### config.mk
export PLATFORM = sky130hd
export DESIGN_NAME = ddr2_traffic_gen
export DESIGN_NICKNAME = d
export VERILOG_FILES = /design/src/rtl/ddr2_traffic_gen.sv
export SDC_FILE = /design/constraint.sdc
export NUM_CORES = 1
export LEC_CHECK = 0
export CORE_MARGIN = 1
export CORE_UTILIZATION = 64
export DETAILED_ROUTE_END_ITERATION = 10
export DONT_BUFFER_PORTS = 1
export GPL_ROUTABILITY_DRIVEN = 0
export GPL_TIMING_DRIVEN = 0
export PLACE_DENSITY_LB_ADDON = 0.25
export SYNTH_ARGS = -nofsm -noshare
export SYNTH_HDL_FRONTEND = slang
export SYNTH_SLANG_ARGS = --single-unit
export TNS_END_PERCENT = 5
### constraint.sdc
create_clock -name clk -period 3.75 [get_ports clk]
set_clock_uncertainty 0.15 [all_clocks]
set_input_delay 0.5625 -clock clk [delete_from_list [all_inputs] [get_ports clk]]
set_output_delay 0.5625 -clock clk [all_outputs]
set_load 0.02 [all_outputs]
### src/rtl/ddr2_traffic_gen.sv
// ddr2_traffic_gen: writes an LFSR data pattern across a block of DDR2 words.
// It then reads the block back and checks each returned word and address
// against a second copy of the same LFSR sequence.
module ddr2_traffic_gen #(
   parameter int          NUM_WORDS  = 64,
   parameter logic [24:0] BASE_ADDR  = 25'h0000000,
   parameter logic [15:0] SEED       = 16'hACE1,
   parameter logic [6:0]  FILL_LIMIT = 7'd56,
   parameter int          TIMEOUT    = 4096
) (
   input  logic        clk,
   input  logic        reset,
   input  logic        start,
   input  logic        ready,
   input  logic        notfull,
   input  logic [6:0]  fillcount,
   output logic [2:0]  cmd,
   output logic [1:0]  sz,
   output logic [2:0]  op,
   output logic [15:0] din,
   output logic [24:0] addr,
   output logic        fetching,
   input  logic [15:0] dout,
   input  logic [24:0] raddr,
   input  logic        validout,
   output logic        busy,
   output logic        done,
   output logic        pass,
   output logic        timeout,
   output logic [15:0] err_count,
   output logic [24:0] first_err_addr
);

   localparam logic [2:0] ST_IDLE     = 3'd0;
   localparam logic [2:0] ST_WAIT_RDY = 3'd1;
   localparam logic [2:0] ST_WRITE    = 3'd2;
   localparam logic [2:0] ST_DRAIN    = 3'd3;
   localparam logic [2:0] ST_READ     = 3'd4;
   localparam logic [2:0] ST_COLLECT  = 3'd5;
   localparam logic [2:0] ST_FINISH   = 3'd6;

   localparam logic [2:0] CMD_NOP = 3'b000;
   localparam logic [2:0] CMD_SCR = 3'b001;
   localparam logic [2:0] CMD_SCW = 3'b010;

   localparam int              IDLE_W    = $clog2(TIMEOUT + 1);
   localparam logic [IDLE_W-1:0] IDLE_LAST = IDLE_W'(TIMEOUT - 1);
   localparam logic [15:0]     LAST_IDX  = 16'(NUM_WORDS - 1);
   localparam logic [16:0]     WORDS_17  = 17'(NUM_WORDS);

   logic [2:0]        state;
   logic [15:0]       cmd_idx;
   logic [15:0]       rsp_idx;
   logic [15:0]       wr_lfsr;
   logic [15:0]       chk_lfsr;
   logic [IDLE_W-1:0] idle_cnt;
   logic              drain_zero;
   logic              done_q;
   logic              pass_q;

   logic              start_run;
   logic              can_issue;
   logic              issue_wr;
   logic              issue_rd;
   logic              check_active;
   logic              check_en;
   logic              mismatch;
   logic              last_cmd;
   logic              timeout_hit;
   logic              rsp_complete;
   logic [16:0]       rsp_total;
   logic [24:0]       cmd_addr;
   logic [24:0]       exp_raddr;

   // Fibonacci LFSR step: taps 16,14,13,11, shifting left with feedback into bit 0
   function automatic logic [15:0] lfsr_next(input logic [15:0] value);
      return {value[14:0], value[15] ^ value[13] ^ value[12] ^ value[10]};
   endfunction

   // Issue qualification, address generation and read-response comparison
   always_comb begin
      start_run    = (state == ST_IDLE) && start;
      can_issue    = notfull && (fillcount < FILL_LIMIT);
      issue_wr     = (state == ST_WRITE) && can_issue;
      issue_rd     = (state == ST_READ) && can_issue;
      check_active = (state == ST_READ) || (state == ST_COLLECT);
      check_en     = check_active && validout;
      cmd_addr     = BASE_ADDR + {9'd0, cmd_idx};
      exp_raddr    = BASE_ADDR + {9'd0, rsp_idx};
      mismatch     = check_en && ((dout != chk_lfsr) || (raddr != exp_raddr));
      last_cmd     = (cmd_idx == LAST_IDX);
      timeout_hit  = check_active && !validout && (idle_cnt == IDLE_LAST);
      rsp_total    = {1'b0, rsp_idx} + {16'd0, check_en};
      rsp_complete = (rsp_total >= WORDS_17);
   end

   // Controller-facing outputs and run status; address and data read as zero outside the issue phases
   always_comb begin
      cmd      = CMD_NOP;
      if (issue_wr) begin
         cmd = CMD_SCW;
      end else if (issue_rd) begin
         cmd = CMD_SCR;
      end
      sz       = 2'b00;
      op       = 3'b000;
      addr     = ((state == ST_WRITE) || (state == ST_READ)) ? cmd_addr : 25'd0;
      din      = (state == ST_WRITE) ? wr_lfsr : 16'd0;
      fetching = check_active;
      busy     = (state != ST_IDLE) && (state != ST_FINISH);
      done     = done_q || (state == ST_FINISH);
      pass     = (state == ST_FINISH) ? ((err_count == 16'd0) && !timeout) : pass_q;
   end

   // Main sequencer: write pass, drain wait, read pass, then wait for all responses
   always_ff @(posedge clk or negedge reset) begin
      if (!reset) begin
         state      <= ST_IDLE;
         cmd_idx    <= 16'd0;
         wr_lfsr    <= SEED;
         drain_zero <= 1'b0;
         done_q     <= 1'b0;
         pass_q     <= 1'b0;
      end else begin
         case (state)
            ST_IDLE: begin
               if (start) begin
                  state   <= ST_WAIT_RDY;
                  cmd_idx <= 16'd0;
                  wr_lfsr <= SEED;
                  done_q  <= 1'b0;
                  pass_q  <= 1'b0;
               end
            end
            ST_WAIT_RDY: begin
               if (ready) begin
                  state <= ST_WRITE;
               end
            end
            ST_WRITE: begin
               if (issue_wr) begin
                  wr_lfsr <= lfsr_next(wr_lfsr);
                  if (last_cmd) begin
                     cmd_idx    <= 16'd0;
                     drain_zero <= 1'b0;
                     state      <= ST_DRAIN;
                  end else begin
                     cmd_idx <= cmd_idx + 16'd1;
                  end
               end
            end
            ST_DRAIN: begin
               drain_zero <= (fillcount == 7'd0);
               if ((fillcount == 7'd0) && drain_zero) begin
                  state <= ST_READ;
               end
            end
            ST_READ: begin
               if (timeout_hit) begin
                  state <= ST_FINISH;
               end else if (issue_rd) begin
                  if (last_cmd) begin
                     state <= ST_COLLECT;
                  end else begin
                     cmd_idx <= cmd_idx + 16'd1;
                  end
               end
            end
            ST_COLLECT: begin
               if (timeout_hit || rsp_complete) begin
                  state <= ST_FINISH;
               end
            end
            ST_FINISH: begin
               done_q <= 1'b1;
               pass_q <= (err_count == 16'd0) && !timeout;
               state  <= ST_IDLE;
            end
            default: begin
               state <= ST_IDLE;
            end
         endcase
      end
   end

   // Read checker: tracks the expected response stream, counts mismatches and watches for stalls
   always_ff @(posedge clk or negedge reset) begin
      if (!reset) begin
         rsp_idx        <= 16'd0;
         chk_lfsr       <= SEED;
         idle_cnt       <= '0;
         timeout        <= 1'b0;
         err_count      <= 16'd0;
         first_err_addr <= 25'd0;
      end else if (start_run) begin
         rsp_idx        <= 16'd0;
         chk_lfsr       <= SEED;
         idle_cnt       <= '0;
         timeout        <= 1'b0;
         err_count      <= 16'd0;
         first_err_addr <= 25'd0;
      end else if (check_active) begin
         if (validout) begin
            rsp_idx  <= rsp_idx + 16'd1;
            chk_lfsr <= lfsr_next(chk_lfsr);
            idle_cnt <= '0;
            if (mismatch) begin
               if (err_count == 16'd0) begin
                  first_err_addr <= raddr;
               end
               if (err_count != 16'hFFFF) begin
                  err_count <= err_count + 16'd1;
               end
            end
         end else if (timeout_hit) begin
            timeout <= 1'b1;
         end else begin
            idle_cnt <= idle_cnt + 1'b1;
         end
      end
   end

endmodule
== Word level (Yosys, flattened, before mapping) ==
Cells that the tools add are included.

* Register bits: 125
* Bits of input ports: 54
* Output and inout port bits: 95
* Logic and storage cells: 147

* Add/subtract/negate cells: 5
* Magnitude comparators: 2
* Equality and inequality tests: 25
* Mux-type cells: 55
* Bitwise gates (word level): 6
* Reduce and logical (&&, ||, !) cells: 42

{| class="wikitable"
|+ Operator list
! operator !! count
|-
| 16-bit 2-to-1 mux || 21
|-
| 25-bit 2-to-1 mux || 5
|-
| 13-bit 2-to-1 mux || 4
|-
| 16-bit by 1-bit adder with 16-bit output, second input constant || 3
|-
| 16-bit case mux with 3 select lines || 1
|-
| 16-bit case mux with 2 select lines || 1
|-
| 3-bit 2-to-1 mux || 9
|-
| 25-bit by 16-bit != test with 1-bit output || 1
|-
| 3-bit case mux with 6 select lines || 1
|-
| 2-bit nonzero test || 9
|-
| 16-bit by 1-bit adder with 17-bit output || 1
|-
| 17-bit by 7-bit greater-or-equal comparator with 1-bit output, second input constant || 1
|-
| 16-bit by 6-bit == test with 1-bit output, second input constant || 1
|-
| 16-bit logical NOT || 1
|-
| 16-bit != test || 1
|-
| 16-bit != test, second input constant || 1
|-
| 2-bit != test, second input constant || 8
|-
| 13-bit by 1-bit adder with 13-bit output, second input constant || 1
|-
| 13-bit by 12-bit == test with 1-bit output, second input constant || 1
|-
| 3-bit != test, second input constant || 4
|-
| 1-bit logical AND || 11
|-
| 3-bit == test, second input constant || 3
|-
| 1-bit 2-to-1 mux || 9
|-
| 3-bit AND reduction || 3
|-
| 16 further kinds || 34
|}

== Depth between registers and ports, before layout ==
* Depth after elaboration: 8
* Depth in mapped cells: 11

== Worst setup path after synthesis ==
No wires, ideal clock.

* Path type: input to register
* Start: input validout
* End: register state[0]
* Setup time: 0.128 ns
* Data arrival time: 2.528 ns
* Setup slack: 0.945 ns
* Stages: 9
* Path buffers: 1
* Cell sequence: nand3b_1 inv_2 clkbuf_1 ha_1 nand2_1 or4_1 a211oi_1 a41o_1 mux2_1

* Cells in the longest elaborated chain, start to end: 6
* Elaborated cells between the ends (all ways): 13

{| class="wikitable"
|+ RTL lines
! element !! RTL line !! text
|-
| from (decl) || 25 || <nowiki>input logic validout,</nowiki>
|-
| 1-bit logical AND / 1-bit logical NOT (equally long branches) || 87, 92 ||
|-
| 16-bit by 1-bit adder with 17-bit output / 1-bit logical AND (equally long branches) || 93, 92 ||
|-
| 17-bit by 7-bit greater-or-equal comparator with 1-bit output / 1-bit logical AND (equally long branches) || 94, 92 ||
|-
| 1-bit logical OR || 170 || <nowiki>if (timeout_hit || rsp_complete) begin</nowiki>
|-
| 2-bit by 1-bit != test with 1-bit output (no source line) || -- ||
|-
| 8-bit AND reduction (no source line) || -- ||
|-
| to (signal assigned) || 171 || <nowiki>state <= ST_FINISH;</nowiki>
|-
| to (signal assigned) || 177 || <nowiki>state <= ST_IDLE;</nowiki>
|-
| to (signal assigned) || 180 || <nowiki>state <= ST_IDLE;</nowiki>
|-
| to (decl) || 51 || <nowiki>logic [2:0] state;</nowiki>
|}

Several ways; a longest one is shown, not always the timed one.
A chain may end at the register's enable or synchronous reset.

== Worst setup path in the final report ==
* Start: register state[2]
* End: register state[0]

* Cells in the longest elaborated chain, start to end: 8
* Elaborated cells between the ends (all ways): 26

{| class="wikitable"
|+ RTL lines
! element !! RTL line !! text
|-
| from (signal assigned) || 118 || <nowiki>state <= ST_IDLE;</nowiki>
|-
| from (signal assigned) || 128 || <nowiki>state <= ST_WAIT_RDY;</nowiki>
|-
| from (signal assigned) || 137 || <nowiki>state <= ST_WRITE;</nowiki>
|-
| 3-bit == test (on tied branches) || 85, 86, 125 ||
|-
| 1-bit logical OR || 86 || <nowiki>check_active = (state == ST_READ) || (state == ST_COLLECT);</nowiki>
|-
| 1-bit logical AND || 87 || <nowiki>check_en = check_active && validout;</nowiki>
|-
| 16-bit by 1-bit adder with 17-bit output || 93 || <nowiki>rsp_total = {1'b0, rsp_idx} + {16'd0, check_en};</nowiki>
|-
| 17-bit by 7-bit greater-or-equal comparator with 1-bit output || 94 || <nowiki>rsp_complete = (rsp_total >= WORDS_17);</nowiki>
|-
| 1-bit logical OR || 170 ||
|-
| 2-bit by 1-bit != test with 1-bit output (no source line) || -- ||
|-
| 8-bit AND reduction (no source line) || -- ||
|}

Several ways; a longest one is shown, not always the timed one.

==> flow_metrics.py <==
metrics = {
    "logic_synthesis": {
        "postSynthCellCount": 751,
        "synth_top_flop_cell": "dfrtp_1",
        "synth_top_family_by_area": "simple AND/OR/NAND/NOR gates",
        "synth-edff-count": 0,
        "postSynthAreaPerCell_um2": 9.48,
        "ys_seq_area_share_pct": 44.2,
        "synthMuxAreaShare_pct": 5.66,
        "synth-seq-cells": 125,
        "post_synth_fa_ha_maj_area_fraction_pct": 1.23,
        "synth_area_um2": 7120,
        "yosys_warnings": 0,
        "synthArstFlopShare_pct": 100,
        "ys_types": 64,
        "synthXorXnorAreaFrac_pct": 8.24,
        "yosys.area_share.simple_pct": 23.9,
        "synth-compound-area-share_pct": 10.3,
    },
    "setup_path": {
        "path_delay_family": "buffers and inverters",
        "cp_max_fo": 10,
        "cp.arrival_ns": 3.65,
        "criticalPathCategory": "flop to flop",
        "cpMaxStageDelayCell": "clkbuf_1",
        "cp.required_ns": 4.02,
        "end_kind": "flop",
        "start_kind": "flop",
        "cp_slowest_stage_delay_ns": 0.44,
        "crit_buf_inv": 3,
        "crit_chain": "buf_2, nand3b_1, inv_2, clkbuf_1, ha_1, nand2_1, or4_1, a211oi_1, a41o_1, mux2_1",
    },
    "placement": {
        "pre_cts_slack_ns": 0.413,
        "place_area_um2": 7350,
        "dp_hpwl_um": 12100,
        "port_buffers": 0,
        "placed_cells": 905,
    },
    "timing": {
        "setup_violations": 0,
        "fmax_mhz": 296,
        "drv_slew": 0,
        "hold_viol": 0,
        "tns_ns": 0,
        "setup_ws_ns": 0.366,
        "fin_crit_sh_pct": 90.2,
        "rsz0062_at_grt": "no",
        "fin_crit_ns": 3.38,
        "slew-limit-headroom_pct": 46.9,
        "worst_pin_slew_ns": 0.786,
    },
    "die": {
        "start_util_pct": 65.7,
        "core_um2": 10800,
        "die-area_um2": 11600,
        "rows": 38,
        "dieHeight_um": 107,
        "io_pins": 149,
        "die_x_um": 107,
    },
    "clock_network": {
        "cts_made_buffers": 17,
        "cts.sinks": 125,
        "clk_pin_slew_ns": 0.06,
        "cts_hold_buf": 3,
        "worstSkewPairLatency_ns": 0.54,
        "root_buffer": "clkbuf_8",
        "cts_htree_levels": 4,
        "clockBufferDepth": 2,
        "cts_post_setup_buffers_inserted": 0,
        "cts_tree": "done",
        "cts_resized": 0,
    },
    "pwr": {
        "comb_power_share_pct": 30.3,
        "powerDensity_nw_per_um2": 682,
        "vdd.ir_drop.worst_mv": 0.535,
        "finalPower_mw": 5.43,
        "swShare_pct": 40.1,
        "leakage_nw": 3.79,
        "pwr-share-clk_pct": 28.1,
        "internal_power_mw": 3.25,
        "p_seq_share_pct": 41.6,
        "p_sw_mw": 2.18,
    },
    "detailed_routing": {
        "wl_per_cell_um": 18.5,
        "final_antenna_net_count": 0,
        "finalWirelength_um": 17400,
        "drt_iter0_markers": 531,
        "via_per_inst": 6.21,
        "drc": 0,
        "dr.pass1.iters": 6,
        "vias": 5846,
    },
    "run": {
        "maxCapViolCount": 0,
    },
    "min_path": {
        "hold_class": "primary input to flop",
    },
    "final_layout": {
        "stdcell_area_um2": 7960,
        "area_delta_synth_final_pct": 11.7,
        "finalNonFillerCells": 941,
        "diodes": 0,
        "mostFrequentLayoutCells": "dfrtp_1, nor2_1, nand2_1, xor2_1, and2_1",
        "drive_above_1_share_pct": 12.4,
        "final_common_cell": "dfrtp_1",
        "fill_cells": 762,
        "finalNetCount": 849,
    },
    "grt": {
        "grt_max_degree": 126,
        "gr-usage-all-layers_pct": 31.3,
        "grt_pass1_vias": 5880,
        "grt_first_pass_wirelength_um": 28200,
        "antenna_found_initial": 0,
        "overflow": 0,
    },
    "status": {
        "status": "finished clean",
    },
}
-- power by group through the flow --
stage	clock network, mW	registers, mW	logic (mW)
final	1.52	2.26	1.64
after global routing	1.60	2.31	1.81
after CTS	1.53	2.25	1.64
after detailed placement	0	2.27	1.60
after global placement	0	2.25	1.54
after floorplan	0	2.18	1.28
-- final cells by class --
cell class | count | area (um^2) | area share, %
multi-input cells | 553 | 3570 | 44.9
inverters | 35 | 131 | 1.65
clock inverters | 14 | 121 | 1.53
flip-flops and latches | 125 | 3150 | 39.6
repair buffers | 4 | 57.6 | 0.723
well taps | 140 | 175 | 2.20
plain buffers | 52 | 323 | 4.06
clock buffers | 18 | 428 | 5.38
-- per-layer routing --
layer / up-vias / global-route usage, % / part of all wire (%)
met3: 49 / 7.14 / 7.1
met4: 0 / 16.1 / 3.2
met2: 273 / 51.3 / 49
met5: - / 0 / 0
li1: 2688 / - / -
met1: 2836 / 38.5 / 41
-- metrics by stage --
step	util, %	hold WS (ns)
after global routing	73.4	0.00114
after floorplan	-	0.117
after detailed placement	67.8	0.119
after global placement	67.8	0.119
final	73.4	0.00849
after CTS	73.3	0.00218
-- final timing paths --
kind | from | to | slack (ns) | depth (start not counted)
min in group asynchronous | reset | first_err_addr[11]$_DFFE_PN0P_ | 0.52 | 2
max in group asynchronous | reset | wr_lfsr[14]$_DFFE_PN0P_ | 2.42 | 2
max | state[2]$_DFFE_PN0P_ | state[0]$_DFFE_PN0P_ | 0.37 | 10
max reg2reg | state[2]$_DFFE_PN0P_ | state[0]$_DFFE_PN0P_ | 0.37 | 10
min | raddr[24] | first_err_addr[24]$_DFFE_PN0P_ | 0.008 | 2
min reg2reg | drain_zero$_DFFE_PN0P_ | drain_zero$_DFFE_PN0P_ | 0.35 | 1
-- worst reg2reg max path: cells and delay by family (launching register included) --
family          cells  cell delay, ns
simple gates        3            0.72
compound gates      2            0.57
fa+ha+maj           1            0.29
buf+inv             3            0.85
flops               1            0.37
mux                 1            0.32
-- registers in the layout, summed over array words and instances (netlist names) --
register	flops
err_count	16
idle_cnt	13
rsp_idx	16
timeout	1
pass_q	1
wr_lfsr	16
state	3
done_q	1
cmd_idx	16
chk_lfsr	16
first_err_addr	25
drain_zero	1
-- logic make-up (layout without fill, tap and decap cells) --
family / after synthesis / count (layout)
other: 1 / 15
adders and majority gates: 7 / 7
buffers and inverters: 87 / 123
xor gates and xnor gates: 67 / 67
DFF: 125 / 125
AOI/OAI and AO/OA: 109 / 109
and+or+nand+nor: 316 / 316
muxes: 39 / 39
-- synth_stat cells (all sizes together), types with 3 or more instances --
cell    count  share of area, %
a21oi      31               2.2
xor2       58               7.1
nand2b     11              0.97
nand3b      3              0.32
nor4       21               2.4
xnor2       9               1.1
o21ai      23               1.6
or3         8              0.70
or4         7              0.74
mux2i      29               4.1
buf        32               3.5
dfrtp     109                38
nand2      62               3.3
nand4      22               1.9
nor2       65               3.4
a31oi       3              0.26
mux2       10               1.6
o311ai      4              0.49
o22a        8              0.98
nor3b       3              0.32
nor2b       3              0.26
clkbuf     20               1.1
inv        35               1.8
and2       43               3.8
and4        7              0.86
nor3       15               1.1
o41ai       3              0.47
dfstp      16               5.9
o31ai      12               1.3
nand3      27               1.9
a22o        9               1.1
ha          7               1.2
and3       12               1.1
(Power assumes the default switching activity.)
